File: config.mk
export PLATFORM = sky130hd
export DESIGN_NAME = pkt_decoder
export DESIGN_NICKNAME = d
export VERILOG_FILES = /design/src/rtl/pkt_pkg.sv /design/src/rtl/sync_fifo.sv /design/src/rtl/pkt_decoder.sv
export SDC_FILE = /design/constraint.sdc
export NUM_CORES = 1
export LEC_CHECK = 0
export BUFFER_PORTS_ARGS = -buffer_cell sky130_fd_sc_hd__buf_2
export CAP_MARGIN = 20
export CORE_MARGIN = 4
export CORE_UTILIZATION = 40
export DETAILED_ROUTE_END_ITERATION = 12
export PLACE_DENSITY = 0.56
export SLEW_MARGIN = 25
export SYNTH_ARGS = -nofsm -noshare
export SYNTH_HDL_FRONTEND = slang
export SYNTH_SLANG_ARGS = --single-unit
File: constraint.sdc
create_clock -name clk -period 5.6 [get_ports clk]
set_input_delay 0.28 -clock clk [delete_from_list [all_inputs] [get_ports clk]]
set_output_delay 0.28 -clock clk [all_outputs]
set_load 0.02 [all_outputs]
File: src/rtl/pkt_pkg.sv
// pkt_pkg: shared state encoding and error codes for the packet decoder
package pkt_pkg;
   typedef enum logic [2:0] {ST_PREFIX, ST_DEST, ST_LEN, ST_DATA, ST_CRC, ST_FORWARD} state_t;
   localparam state_t ST_DEFAULT = ST_PREFIX;
   localparam logic [2:0] ERR_NONE    = 3'd0;
   localparam logic [2:0] ERR_CRC     = 3'd1;
   localparam logic [2:0] ERR_DEST    = 3'd2;
   localparam logic [2:0] ERR_LEN     = 3'd3;
   localparam logic [2:0] ERR_TIMEOUT = 3'd4;
endpackage

File: src/rtl/sync_fifo.sv
// sync_fifo: single-clock FIFO with synchronous clear and fall-through read data
module sync_fifo #(
   parameter int WIDTH = 8,
   parameter int DEPTH = 64
) (
   input  logic             clk,
   input  logic             n_rst,
   input  logic             clr,
   input  logic             wr,
   input  logic [WIDTH-1:0] din,
   input  logic             rd,
   output logic [WIDTH-1:0] dout,
   output logic             empty,
   output logic             full
);
   localparam int AW = $clog2(DEPTH);
   logic [WIDTH-1:0] mem [DEPTH];
   logic [AW:0] wp, rp;
   assign empty = wp == rp;
   assign full = (wp[AW] != rp[AW]) && (wp[AW-1:0] == rp[AW-1:0]);
   assign dout = mem[rp[AW-1:0]];
   always_ff @(posedge clk)
      if (wr && !full) mem[wp[AW-1:0]] <= din;
   always_ff @(posedge clk) begin
      if (!n_rst || clr) begin
         wp <= '0;
         rp <= '0;
      end else begin
         if (wr && !full) wp <= wp + 1'b1;
         if (rd && !empty) rp <= rp + 1'b1;
      end
   end
endmodule

File: src/rtl/pkt_decoder.sv
// pkt_decoder: parses prefix/dest/len/payload/checksum frames and forwards
// the buffered payload with a one-hot destination strobe
module pkt_decoder
   import pkt_pkg::*;
#(
   parameter int         N_SRC       = 8,
   parameter int         FIFO_DEPTH  = 64,
   parameter logic [7:0] PREFIX      = 8'hAA,
   parameter bit         CHECK_CRC   = 1,
   parameter int         TIMEOUT_CYC = 50000
) (
   input  logic             clk,
   input  logic             n_rst,
   input  logic [7:0]       rx_data,
   input  logic             rx_valid,
   output logic             rx_ready,
   output logic [7:0]       q,
   output logic [N_SRC-1:0] valid_bus,
   output logic             err_crc,
   output logic             err_dest,
   output logic             err_len,
   output logic             err_timeout,
   output logic             busy
);
   localparam int TW = $clog2(TIMEOUT_CYC);
   state_t state;
   logic [7:0] dest, len, cnt, sum, dout;
   logic [TW-1:0] tcnt;
   logic [2:0] err_code;
   logic bad_dest, accept, tmo, crc_ok, wr, rd, clr, empty, full;
   assign rx_ready = state != ST_FORWARD;
   assign accept = rx_valid && rx_ready;
   assign busy = state != ST_PREFIX;
   assign tmo = !accept && tcnt == TW'(TIMEOUT_CYC - 1);
   assign crc_ok = !CHECK_CRC || rx_data == sum;
   assign wr = accept && state == ST_DATA && !bad_dest;
   assign rd = state == ST_FORWARD;
   assign clr = tmo || (accept && state == ST_CRC && !(crc_ok && !bad_dest));
   assign err_crc = err_code == ERR_CRC;
   assign err_dest = err_code == ERR_DEST;
   assign err_len = err_code == ERR_LEN;
   assign err_timeout = err_code == ERR_TIMEOUT;
   sync_fifo #(.WIDTH(8), .DEPTH(FIFO_DEPTH)) u_fifo (
      .clk(clk), .n_rst(n_rst), .clr(clr), .wr(wr), .din(rx_data),
      .rd(rd), .dout(dout), .empty(empty), .full(full)
   );
   always_ff @(posedge clk) begin
      if (!n_rst) begin
         state <= ST_DEFAULT;
         dest <= '0;
         len <= '0;
         cnt <= '0;
         sum <= '0;
         bad_dest <= 1'b0;
         tcnt <= '0;
         err_code <= ERR_NONE;
         q <= '0;
         valid_bus <= '0;
      end else begin
         err_code <= ERR_NONE;
         valid_bus <= rd ? N_SRC'(1) << dest : '0;
         if (rd) q <= dout;
         // idle-time counter only runs while a frame is being received
         tcnt <= (accept || tmo || state == ST_PREFIX || state == ST_FORWARD) ? '0 : tcnt + TW'(1);
         if (tmo) begin
            state <= ST_PREFIX;
            cnt <= '0;
            sum <= '0;
            err_code <= ERR_TIMEOUT;
         end else begin
            case (state)
               ST_PREFIX: if (accept && rx_data == PREFIX) state <= ST_DEST;
               ST_DEST: if (accept) begin
                  dest <= rx_data;
                  bad_dest <= int'(rx_data) >= N_SRC;
                  state <= ST_LEN;
               end
               ST_LEN: if (accept) begin
                  if (rx_data == 8'd0 || int'(rx_data) > FIFO_DEPTH) begin
                     err_code <= ERR_LEN;
                     state <= ST_PREFIX;
                  end else begin
                     len <= rx_data;
                     sum <= '0;
                     cnt <= '0;
                     state <= ST_DATA;
                  end
               end
               ST_DATA: if (accept) begin
                  sum <= sum + rx_data;
                  cnt <= cnt + 8'd1;
                  if (cnt == len - 8'd1) state <= ST_CRC;
               end
               ST_CRC: if (accept) begin
                  cnt <= '0;
                  if (crc_ok && !bad_dest) state <= ST_FORWARD;
                  else begin
                     err_code <= bad_dest ? ERR_DEST : ERR_CRC;
                     state <= ST_PREFIX;
                  end
               end
               ST_FORWARD: begin
                  cnt <= cnt + 8'd1;
                  if (cnt == len - 8'd1) state <= ST_PREFIX;
               end
               default: state <= ST_PREFIX;
            endcase
         end
      end
   end
   a_fwd_nonempty: assert property (@(posedge clk) disable iff (!n_rst) state == ST_FORWARD |-> !empty);
   a_no_overflow: assert property (@(posedge clk) disable iff (!n_rst) !(wr && full));
endmodule

==> run_summary.xml <==
<?xml version="1.0" encoding="UTF-8"?>
<metrics>
  <group name="route">
    <metric name="remaining_drc_errors" unit="">0</metric>
    <metric name="first_iter_violations" unit="">1166</metric>
    <metric name="via_per_inst" unit="">5.66</metric>
    <metric name="detailroute.via_count" unit="">13000</metric>
    <metric name="detail-route-antenna-nets" unit="">0</metric>
    <metric name="drt_pass1_iterations" unit="">5</metric>
    <metric name="post_drt_wl_per_cell" unit="microns">25.7</metric>
    <metric name="totalWireLength" unit="microns">59200</metric>
  </group>
  <group name="hold_path">
    <metric name="hold_crit_start" unit="">rx_data[0]</metric>
    <metric name="worstHoldPathType" unit="">in -&gt; reg</metric>
    <metric name="min_delay_worst_endpoint" unit="">dest[0]$_SDFFE_PN0P_</metric>
    <metric name="min_path_cells" unit="">3</metric>
  </group>
  <group name="synthesis">
    <metric name="ys_types" unit="">71</metric>
    <metric name="netlist.top_cell.by_area" unit="">edfxtp_1</metric>
    <metric name="synthFlopType" unit="">edfxtp_1</metric>
    <metric name="netlist_instances" unit="">1433</metric>
    <metric name="dominant_combinational_cell_family_by_area_after_synthesis" unit="">multiplexers</metric>
    <metric name="synth_adder_area_share" unit="">0.00702</metric>
    <metric name="yosysTopAreaCellShare" unit="">0.635</metric>
    <metric name="synth_compound_area_frac" unit="">0.0411</metric>
    <metric name="post_synth_mux_area_share" unit="">0.143</metric>
    <metric name="synthesis.yosys.warnings" unit="">0</metric>
    <metric name="async_reset_ff_frac" unit="">0</metric>
    <metric name="synthTopCellsByCount" unit="">edfxtp_1 (512), nor2_1 (140), mux4_2 (123), dfxtp_1 (85), mux2i_1 (62)</metric>
    <metric name="mappedNetlistNets" unit="">1457</metric>
    <metric name="synth-edff-count" unit="">512</metric>
    <metric name="mappedNetlistArea" unit="sq um">24200</metric>
    <metric name="synth_most_common_cell" unit="">edfxtp_1</metric>
    <metric name="syn-mean-instance-area" unit="sq um">16.9</metric>
    <metric name="synth.ff_latch_count" unit="">597</metric>
    <metric name="synthTopCellsByArea" unit="">edfxtp_1 (63%), mux4_2 (11%), dfxtp_1 (7.0%)</metric>
    <metric name="synth_simple_gate_area_frac" unit="">0.0662</metric>
    <metric name="synth.yosys.seq_area_share" unit="">0.705</metric>
    <metric name="yosys.area_share.xor_xnor" unit="">0.0192</metric>
  </group>
  <group name="setup_path">
    <metric name="worstRegToRegCells" unit="">6</metric>
    <metric name="worst_setup_path_category" unit="">reg -&gt; reg</metric>
    <metric name="reg2reg_slack" unit="ps">1590</metric>
    <metric name="crit-reg2reg-launch" unit="">state[1]$_SDFFE_PP0P_</metric>
    <metric name="critical_path.endpoint_type" unit="">register</metric>
    <metric name="worst-path-max-fanout" unit="">12</metric>
    <metric name="critical_path.reg2reg.endpoint" unit="">u_fifo.mem[25][4]$_DFFE_PP_</metric>
    <metric name="required" unit="ps">5830</metric>
    <metric name="crit_path_start_kind" unit="">register</metric>
    <metric name="data_arrival_time_at_the_worst_slack_endpoint" unit="ps">4240</metric>
  </group>
  <group name="cells_and_area">
    <metric name="area.growth.synth_to_final" unit="%">12.2</metric>
    <metric name="fin_area" unit="sq um">27200</metric>
    <metric name="nets" unit="">1504</metric>
    <metric name="drive_above_1_share" unit="">0.192</metric>
  </group>
  <group name="pwr">
    <metric name="power.static_leakage" unit="nW">8.34</metric>
    <metric name="totalPowerFinal" unit="W">0.00892</metric>
    <metric name="vdd_ir_drop_max" unit="uV">227</metric>
    <metric name="power_density" unit="nW/um^2">328</metric>
  </group>
  <group name="sta">
    <metric name="max-slew-margin-rel" unit="">0.367</metric>
    <metric name="timing.final.setup_violations" unit="">0</metric>
    <metric name="final.setup.tns" unit="ps">0</metric>
    <metric name="worst_tran_pin_value" unit="ps">947</metric>
    <metric name="final.setup.worst_slack" unit="ps">1590</metric>
    <metric name="final.min_clock_period" unit="ps">4010</metric>
    <metric name="timing_max_transition_violations_final" unit="">0</metric>
    <metric name="setup_repair_after_global_routing_missed_its_margin" unit="">false</metric>
    <metric name="timing.fmax" unit="MHz">249</metric>
    <metric name="clock_skew" unit="ps">50.1</metric>
    <metric name="post-route-period-util" unit="">0.717</metric>
    <metric name="finalHoldViolCount" unit="">0</metric>
    <metric name="fin_hold_ws" unit="ps">30.0</metric>
  </group>
  <group name="place">
    <metric name="dp_hpwl" unit="microns">37100</metric>
    <metric name="dp_slack" unit="ps">1680</metric>
    <metric name="rd_place_congestion" unit="">0.845</metric>
    <metric name="buffer_ports.inserted" unit="">32</metric>
    <metric name="placedInstanceArea" unit="sq um">25200</metric>
  </group>
  <group name="clock_tree">
    <metric name="tritoncts_clock_tree" unit="">done</metric>
    <metric name="h-tree-depth" unit="">2</metric>
    <metric name="cts_repair_resize_count" unit="">0</metric>
    <metric name="clock_tree.root_cell" unit="">clkbuf_16</metric>
    <metric name="clock-sinks" unit="">597</metric>
    <metric name="cts_buffer_count" unit="">60</metric>
    <metric name="clock_latency" unit="ps">640</metric>
    <metric name="clock_tree.buffer_depth" unit="">3</metric>
    <metric name="post_cts.repair.setup_buffers" unit="">0</metric>
    <metric name="clkTransAtPathRegs" unit="ps">70</metric>
    <metric name="hold_bufs_at_cts" unit="">1</metric>
  </group>
  <group name="global_routing">
    <metric name="grt-ovfl-total" unit="">0</metric>
    <metric name="vias_in_the_first_global_route" unit="">12900</metric>
    <metric name="global_route_wire_length_before_repair" unit="microns">88000</metric>
    <metric name="globalRouteTotalUtil" unit="">0.184</metric>
    <metric name="grt_start_max_net_pins" unit="">71</metric>
    <metric name="antenna_found_initial" unit="">4</metric>
  </group>
  <group name="die">
    <metric name="dieWidth" unit="microns">254</metric>
    <metric name="initial_core_util" unit="">0.407</metric>
    <metric name="pin_count" unit="">33</metric>
    <metric name="fp.dieH" unit="microns">254</metric>
    <metric name="core.rowCount" unit="">89</metric>
    <metric name="design.core.area" unit="sq um">59500</metric>
    <metric name="design.die.area" unit="sq um">64600</metric>
  </group>
  <group name="run_status">
    <metric name="status" unit="">complete, no violations</metric>
  </group>
  <group name="flow_run">
    <metric name="drv_cap" unit="">0</metric>
  </group>
</metrics>
worst max-delay path, stage by stage, from the launching register on:
cell,delay (ps)
dfxtp_1,510
nand4b_1,550
nor2_1,440
o31ai_1,250
nor2_1,270
nand3b_1,720
nor2_1,840
placed cells by master, fill, tap and decap left out, types with 10 or more instances in the layout:
| master | count |
|---|---|
| nand3_1 | 30 |
| and3_1 | 10 |
| clkinv_1 | 13 |
| a21oi_1 | 45 |
| nand4_1 | 10 |
| nor3_1 | 16 |
| a211oi_1 | 10 |
| mux2i_1 | 62 |
| dfxtp_1 | 82 |
| buf_2 | 32 |
| xnor2_1 | 30 |
| edfxtp_1 | 512 |
| ha_1 | 12 |
| buf_4 | 23 |
| o21ai_0 | 34 |
| inv_1 | 18 |
| clkbuf_16 | 60 |
| nor2_1 | 140 |
| nand2_1 | 58 |
| xor2_1 | 23 |
| mux4_2 | 123 |
how the worst max path moves through the flow:
stage	startpoint	end	cells past startpoint
after floorplan	u_fifo.rp[0]$_SDFFE_PP0P_	q[3]$_SDFFE_PN0P_	10
after global placement	state[0]$_SDFFE_PP0P_	u_fifo.mem[22][1]$_DFFE_PP_	6
after detailed placement	state[1]$_SDFFE_PP0P_	u_fifo.mem[61][0]$_DFFE_PP_	6
after CTS	state[1]$_SDFFE_PP0P_	u_fifo.mem[61][4]$_DFFE_PP_	6
after global routing	state[1]$_SDFFE_PP0P_	u_fifo.mem[30][3]$_DFFE_PP_	6
final	state[1]$_SDFFE_PP0P_	u_fifo.mem[25][4]$_DFFE_PP_	6
cell type report:
type / instances / area [sq um]
Fill cell: 5077 / 32300
Sequential cell: 597 / 17100
Multi-Input combinational cell: 743 / 6700
Clock buffer: 69 / 1540
Tap cell: 773 / 967
Clock inverter: 42 / 434
Timing Repair Buffer: 58 / 383
Inverter: 20 / 75.1
Antenna cell: 2 / 5.00
per-stage QoR:
| step | cells | utilization |
|---|---|---|
| after floorplan | 1433 | - |
| after global placement | 2190 | 0.424 |
| after detailed placement | 2190 | 0.424 |
| after CTS | 2302 | 0.457 |
| after global routing | 2302 | 0.457 |
| final | 2304 | 0.457 |
logic make-up after synthesis:
family | count (synthesis)
DFF | 597
and+or+nand+nor | 334
muxes | 191
AOI/OAI and AO/OA | 152
adders and majority gates | 13
buffers and inverters | 93
xor gates and xnor gates | 53
where the power goes:
| group | internal (W) | switching, W |
|---|---|---|
| sequential | 0.00482 | 0.0000000664 |
| clock | 0.00226 | 0.00172 |
| combinational | 0.0000154 | 0.000102 |
per-layer routing:
metal	GRT usage	share of wire	vias up	wire, microns
li1	-	-	5763	-
met1	0.273	0.45	6739	26500
met2	0.288	0.47	469	27700
met3	0.0348	0.065	71	3850
met4	0.0392	0.018	0	1080
met5	0	0	-	0
registers in the layout, indices dropped and copies added (netlist names):
signal and flops:
len 8, dest 8, cnt 8, u_fifo.wp 7, state 3, u_fifo.mem 512, u_fifo.rp 7, tcnt 16
valid_bus 8, sum 8, bad_dest 1, err_code 3, q 8
Note: power is estimated with default switching activity, not from simulation.
